`src/rtl/lio_i8080_strobe_sync.sv`:
```
// Synchronizer plus edge detector for one asynchronous bus strobe.
// The level output and the rise/fall pulses are aligned: both appear
// SYNC_STAGES+1 clocks after the pin changes.
module lio_i8080_strobe_sync #(
  parameter int   SYNC_STAGES = 2,
  parameter logic RST_VAL     = 1'b1
) (
  input  logic clk,
  input  logic rst,
  input  logic a,
  output logic lvl,
  output logic rise,
  output logic fall
);

  logic [SYNC_STAGES-1:0] sync_p;

  // Metastability chain; resets to the idle level of the strobe so that
  // leaving reset never produces a spurious edge.
  always_ff @(posedge clk or posedge rst) begin
    if (rst) begin
      sync_p <= {SYNC_STAGES{RST_VAL}};
    end else begin
      sync_p <= {sync_p[SYNC_STAGES-2:0], a};
    end
  end

  // Edge-detect stage: registered level and one-cycle edge pulses.
  always_ff @(posedge clk or posedge rst) begin
    if (rst) begin
      lvl  <= RST_VAL;
      rise <= 1'b0;
      fall <= 1'b0;
    end else begin
      lvl  <= sync_p[SYNC_STAGES-1];
      rise <= sync_p[SYNC_STAGES-1] & ~lvl;
      fall <= ~sync_p[SYNC_STAGES-1] & lvl;
    end
  end

endmodule

```
`config.mk`:
```
export PLATFORM = sky130hd
export DESIGN_NAME = lio_i8080_strobe_sync
export DESIGN_NICKNAME = d
export VERILOG_FILES = /design/src/rtl/lio_i8080_strobe_sync.sv
export SDC_FILE = /design/constraint.sdc
export NUM_CORES = 1
export LEC_CHECK = 0
export BUFFER_PORTS_ARGS = -buffer_cell sky130_fd_sc_hd__buf_4
export CAP_MARGIN = 15
export CORE_AREA = 10 10 47 49
export CTS_CLUSTER_DIAMETER = 150
export CTS_CLUSTER_SIZE = 28
export DETAILED_ROUTE_END_ITERATION = 7
export DIE_AREA = 0 0 57 59
export HOLD_SLACK_MARGIN = 0.02
export PLACE_DENSITY = 0.33
export SLEW_MARGIN = 20
export SYNTH_ARGS = -nofsm -noshare
export SYNTH_HDL_FRONTEND = slang
export SYNTH_SLANG_ARGS = --single-unit
```
`constraint.sdc`:
```
create_clock -name clk -period 1.1 [get_ports clk]
set_input_delay 0 -clock clk [delete_from_list [all_inputs] [get_ports clk]]
set_output_delay 0 -clock clk [all_outputs]
set_load 0.1 [all_outputs]
```
# Word level (Yosys, flattened, before mapping)

Index checks and enable logic that the tools add are counted.

Input bits: 3
Output and inout bits: 3
Word-level logic and storage cells: 8
Register bits after elaboration: 5

Bitwise gates (word level): 4

Operator list:

| kind              | count |
|---|---|
| 1-bit bitwise AND | 2 |
| 1-bit NOT         | 2 |

# Logic depth before layout (Yosys ltp)

Gate-level depths: netlist (run 1).

Depth after elaboration: 2
Mapped depth: 1
Gate-level depth less buffers: 1

# Worst setup path after synthesis (run 1)

No wires, ideal clock.

Path kind: register -> register
From: reg lvl
To: reg fall
Required time: 1.035 ns
Data arrival time: 1.054 ns
Clock period less this slack: 1.119 ns
Path buffers: 0
Stages on the path, launching flop included: 2
Path slack: -0.019 ns
Library setup time: 0.065 ns
Path through: dfstp_2 -> and2b_2

Word-level cells in the longest chain between the ends: 1

RTL lines:

| what                     | line | source |
|---|---|---|
| start: declaration       | 11   | `output logic lvl,` |
| start signal: assignment | 35   | `lvl <= sync_p[SYNC_STAGES-1];` |
| 1-bit bitwise AND        | 37   | `fall <= ~sync_p[SYNC_STAGES-1] & lvl;` |
| end signal: assignment   | 37   |  |
| end: declaration         | 13   | `output logic fall` |

Every way passes these cells.

# Worst setup path in the final report (run 1)

From: reg lvl
To: out lvl

No word-level cell between the ends.

==> results of run 1 <==
## cells in the final DEF, fill, tap and decap left out
master,count
dfstp_2,2
nor2b_1,1
dfrtp_1,2
buf_8,1
buf_4,4
and2b_2,1
dfstp_4,1
dlygate4sd3_1,2
inv_1,1
clkbuf_1,1
clkbuf_4,3
## layout make-up
cell class,count,area share
well taps,16,0.0762
flip-flops and latches,5,0.505
clock buffers,4,0.100
inverters,1,0.0143
multi-input cells,2,0.0571
repair buffers,7,0.248
## flip-flops by register name, indices dropped and copies added (netlist names)
signal  cells
lvl         1
fall        1
sync_p      2
rise        1
## final timing paths
| check | to | depth (start not counted) |
|---|---|---|
| max reg2reg | fall$_DFF_PP0_ | 1 |
| max | lvl | 1 |
| min | rise$_DFF_PP0_ | 3 |
| min in group clk | sync_p[1]$_DFF_PP1_ | 0 |
| max in group asynchronous | sync_p[0]$_DFF_PP1_ | 3 |
| min reg2reg | sync_p[1]$_DFF_PP1_ | 0 |
## report_power, final
group | internal, mW | switching [mW]
logic | 0.0216 | 0.0509
clock network | 0.137 | 0.0714
registers | 0.200 | 0.00453
total | 0.358 | 0.127
## logic make-up (layout without fill, tap and decap cells)
family | count (synthesis) | after routing | synth area share
buf+inv | 1 | 12 | 0.0254
simple gates | 2 | 2 | 0.102
flops | 5 | 5 | 0.873
## per-layer routing
| metal | track usage | part of all wire | vias to the layer above | wire [um] |
|---|---|---|---|---|
| met5 | 0 | 0 | - | 0 |
| met4 | 0.0201 | 0 | 0 | 0 |
| met3 | 0.0515 | 0.30 | 0 | 84 |
| met2 | 0.0217 | 0.39 | 9 | 108 |
| met1 | 0.0168 | 0.31 | 44 | 86 |
| li1 | - | - | 45 | - |
## what timing repair did
item	4_1_cts	5_1_grt
resized for setup	1	1
hold buffers	2	0
pin swaps	0	0
endpoints found under the hold margin	6	0
setup endpoints to repair	1	1
## worst min-delay path: stages
cell and delay (ns):
dlygate4sd3_1 0.53, buf_4 0.13, inv_1 0.15
==> out/qor.yml, run 1 <==
grt:
  antenna_found_initial: 0
  grt_pass1_vias: 127
  grt.overflow.total: 0
  grt_usage: 0.0252
  grt_first_pass_wirelength_um: 510
  grt_max_degree: 6
yosys:
  syn_area_sq_um: 148
  synthTopCellsByCount: "dfstp_2 (3), dfrtp_1 (2), and2b_2 (1), inv_1 (1), nor2b_1 (1)"
  synth.most_common_cell: "dfstp_2"
  synth_seq_cells: 5
  syn_nets: 11
  ys_top_cells_by_area: "dfstp_2 (53%), dfrtp_1 (34%), and2b_2 (5.9%)"
  synth-edff-count: 0
  yosys_warnings: 0
  syn_avg_cell_area_sq_um: 18.5
  synth_top_area_cell: "dfstp_2"
  async_flop_share: 1.00
  yosysSeqAreaShare: 0.873
  ys_types: 5
  synth_ff_type: "dfstp_2"
  synth_top_area_share: 0.534
  synth_cells: 8
setup_path:
  start_kind: "register"
  crit_required_ns: 1.10
  critPathMaxFanout: 3
  crit_chain: "buf_8"
  worstSetupPathType: "reg -> out"
  crit_slowest_cell: "dfstp_4"
  crit_arrival_ns: 1.06
  startpoint: "lvl$_DFF_PP1_"
  r2r_start: "sync_p[1]$_DFF_PP1_"
  ff2ff_setup_slack_ns: 0.26
  cp_slowest_stage_delay_ns: 0.62
  path_buf_inv: 1
  critPathCaptureType: "output pin"
  critPathTopFamily: "flip-flops"
timing:
  rsz0062_at_grt: "false"
  relSlewSlack: 0.815
  setup_tns_ns: 0
  holdWs_ns: 0.212
  timing.final.crit_share: 0.960
  hold_violations: 0
  fin_crit_ns: 1.06
  finalSetupViolCount: 0
  max_freq_mhz: 947
  finClkSkew_ns: 0.00103
  slew_violations: 0
  tightest_slew_ns: 0.280
  fin_ws_ns: 0.0443
route:
  wl_per_cell_um: 8.00
  first_pass_iters: 1
  drc: 0
  vias_per_cell: 2.80
  drt-initial-drc-count: 0
  ant_nets: 0
  routed_wl_um: 280
  vias: 98
placed_design:
  portBuffers: 5
  pre_cts_ws_ns: 0.214
  place_inst: 29
  placed_area_sq_um: 209
  gp_congestion: 0.496
final_layout:
  fin_nets: 23
  multi_input_area_sq_um: 15.0
  register_area_sq_um: 133
  syn2layout_area_growth_pct: 78.0
  fill_cells: 165
  utilization: 0.188
  stdcell_count: 35
  drive_gt1_frac: 0.632
  postLayoutCellArea_sq_um: 263
  diodes: 0
die:
  fp.coreArea_sq_um: 1400
  rows: 14
  io_pins: 6
  fp.dieW_um: 57
  die_area_sq_um: 3360
  die_h_um: 59
  initial_utilization: 0.105
job:
  maxCapViolations: 0
power_and_ir_drop:
  vdd_drop_max_mv: 0.544
  power.density_nw_per_um2: 1850
  p_leak_nw: 0.121
  power_uw: 485
cts:
  cts_buffers: 3
  h-tree-depth: 1
  clk_path_buf_depth: 2
  cts_setup_buffers: 0
  clk_latency_ns: 0.24
  cts_tree: "done"
  root_buffer: "clkbuf_4"
  cts_sinks: 5
  clk_pin_slew_ns: 0.04
worst_hold_path:
  hp-class: "in -> async"
run_status:
  outcome: "finished, final reports clean"
Power figures use the tool's default switching activity.
==> run 2: changes to the inputs <==
--- a/config.mk
+++ b/config.mk
@@ -5,6 +5,7 @@
 export SDC_FILE = /design/constraint.sdc
 export NUM_CORES = 1
 export LEC_CHECK = 0
+export ABC_AREA = 1
 export BUFFER_PORTS_ARGS = -buffer_cell sky130_fd_sc_hd__buf_4
 export CAP_MARGIN = 15
 export CORE_AREA = 10 10 47 49
==> run 2 against run 1 <==
Net effect: combinational power fell by 4.0%; first-iteration DRC count grew 3; non-clock buffer count did not move; largest cell class unchanged; count of clock-buffer cells in the layout stayed put; sequential cell count unchanged; final cell count increased by 5.7%; area after synthesis did not move; cell area decreased by 4.3%.
==> out/qor.yml, run 2 <==
yosys:
  syn_avg_cell_area_sq_um: 14.8  # -20%
  syn_area_sq_um: 148  # unchanged
  syn_nets: 13  # +2
  synth_top_area_share: 0.534  # unchanged
  ys_top_cells_by_area: "dfstp_2 (53%), dfrtp_1 (34%), inv_1 (7.6%)"
  synth-edff-count: 0  # unchanged
  synth_cells: 10  # +2
  ys_types: 4  # -1
  synth_ff_type: "dfstp_2"
  async_flop_share: 1.00  # unchanged
  synth_top_area_cell: "dfstp_2"
  synth_seq_cells: 5  # unchanged
  yosys_warnings: 0  # unchanged
  synthTopCellsByCount: "dfstp_2 (3), inv_1 (3), dfrtp_1 (2), nor2_1 (2)"
  yosysSeqAreaShare: 0.873  # unchanged
die:
  rows: 14  # unchanged
  die_h_um: 59  # unchanged
  io_pins: 6  # unchanged
  fp.dieW_um: 57  # unchanged
  initial_utilization: 0.105  # unchanged
  die_area_sq_um: 3360  # unchanged
  fp.coreArea_sq_um: 1400  # unchanged
grt:
  grt_max_degree: 6  # unchanged
  grt_usage: 0.0199  # -0.00525
  grt_pass1_vias: 114  # -10%
  antenna_found_initial: 0  # unchanged
  grt_first_pass_wirelength_um: 414  # -19%
  grt.overflow.total: 0  # unchanged
power_and_ir_drop:
  power.density_nw_per_um2: 1910  # +3.5%
  p_leak_nw: 0.125  # +3.6%
  power_uw: 480  # -0.92%
  vdd_drop_max_mv: 0.657  # +21%
cts:
  cts_resized: 0  # -1
  cts_buffers: 3  # unchanged
  root_buffer: "clkbuf_4"
  clk_pin_slew_ns: 0.04  # about the same
  clk_latency_ns: 0.24  # about the same
  clk_path_buf_depth: 2  # unchanged
  cts_sinks: 5  # unchanged
  cts_setup_buffers: 0  # unchanged
  h-tree-depth: 1  # unchanged
  cts_tree: "done"
final_layout:
  regMostFlops: "sync_p"
  multi_input_area_sq_um: 7.51  # -50%
  fin_nets: 25  # +8.7%
  drive_gt1_frac: 0.524  # -0.108
  postLayoutCellArea_sq_um: 251  # -4.3%
  final_common_cell: "buf_4"
  diodes: 0  # unchanged
  syn2layout_area_growth_pct: 70.3
  register_area_sq_um: 129  # -2.8%
  layout_common_cells: "buf_4 (5), inv_1 (3), clkbuf_4 (3), dfstp_2 (3)"
  largest_reg_flops: 2  # unchanged
  fill_cells: 160  # -3.0%
timing:
  timing.final.crit_share: 0.971  # +0.0113
  hold_violations: 0  # unchanged
  tightest_slew_ns: 0.281  # +0.000655 ns
  slew_violations: 0  # unchanged
  finClkSkew_ns: 0.000462  # -0.000571 ns
  rsz0062_at_grt: "false"
  finalSetupViolCount: 0  # unchanged
  setup_tns_ns: 0  # unchanged
  relSlewSlack: 0.814  # about the same
  max_freq_mhz: 936  # -1.2%
  fin_ws_ns: 0.0318  # -0.0124 ns
  fin_crit_ns: 1.07  # +0.0124 ns
  holdWs_ns: 0.212  # +0.0000390 ns
worst_hold_path:
  hp-class: "in -> async"
setup_path:
  crit_slowest_cell: "dfstp_2"
  critPathMaxFanout: 3  # unchanged
  crit_arrival_ns: 1.07  # about the same
  r2r_cells: 2  # +1
  crit_chain: "buf_4"
  cp_slowest_stage_delay_ns: 0.54  # -0.08 ns
  critPathTopFamily: "flip-flops"
  worstSetupPathType: "reg -> out"
  start_kind: "register"
  r2r_start: "sync_p[1]$_DFF_PP1_"
  crit_required_ns: 1.10  # about the same
  ff2ff_setup_slack_ns: 0.38  # +0.12 ns
  path_buf_inv: 1  # unchanged
  critPathCaptureType: "output pin"
  reg2reg_to: "rise$_DFF_PP0_"
job:
  maxCapViolations: 0  # unchanged
placed_design:
  gp_congestion: 0.566  # +14%
  placed_area_sq_um: 205  # -1.8%
  pre_cts_ws_ns: 0.283  # +0.0688 ns
  portBuffers: 5  # unchanged
route:
  drc: 0  # unchanged
  wl_per_cell_um: 7.54  # -5.7%
  vias_per_cell: 2.89  # +3.3%
  first_pass_iters: 2  # +1
  routed_wl_um: 279  # -0.36%
  drt-initial-drc-count: 3  # +3
  ant_nets: 0  # unchanged
  vias: 107  # +9.2%
run_status:
  outcome: "finished, final reports clean"
[run 2: worst register-to-register path, stage by stage (launching register included)]
cell and delay, ns:
dfstp_2 0.53, inv_1 0.04, nor2_1 0.08
[run 2: layout make-up]
cell class	instances	share of cell area
Clock buffer	4	0.104
Inverter	3	0.0448
Multi-Input combinational cell	2	0.0299
Sequential cell	5	0.512
Tap cell	16	0.0796
Timing Repair Buffer	7	0.229
[run 2: cells by family (layout without fill, tap and decap cells)]
family	count (synthesis)	after routing	synth area share
simple gates	2	2	0.0509
flops	5	5	0.873
buf+inv	3	14	0.0763
[run 2: metal layers]
| layer | GRT usage | vias up | wire length [um] |
|---|---|---|---|
| met3 | 0.0429 | 0 | 66 |
| met1 | 0.0143 | 50 | 117 |
| met2 | 0.0171 | 9 | 95 |
| met4 | 0.0101 | 0 | 0 |
| li1 | - | 48 | - |
| met5 | 0 | - | 0 |
[run 2: worst max-delay path by stage]
stage | start | endpoint | slack, ns | cells after the start
detailed placement | lvl$_DFF_PP1_ | lvl | 0.28 | 1
global placement | lvl$_DFF_PP1_ | lvl | 0.30 | 1
floorplan | lvl$_DFF_PP1_ | rise$_DFF_PP0_ | 0.03 | 1
finish | lvl$_DFF_PP1_ | lvl | 0.03 | 1
global route | lvl$_DFF_PP1_ | lvl | 0.003 | 1
CTS | lvl$_DFF_PP1_ | lvl | 0.02 | 1
[run 2: timing repair]
item	CTS	global route
hold buffers	2	0
setup endpoints to repair	0	0
endpoints found under the hold margin	6	0
[run 2: per-stage QoR]
stage / instances / utilization
floorplan: 10 / -
global placement: 31 / 0.146
detailed placement: 31 / 0.146
finish: 37 / 0.179
global route: 37 / 0.179
CTS: 37 / 0.179
[run 2: report_power, final]
part	switching (mW)	internal [mW]
registers	0.00444	0.199
logic	0.0518	0.0178
clock network	0.0709	0.137
total	0.127	0.353
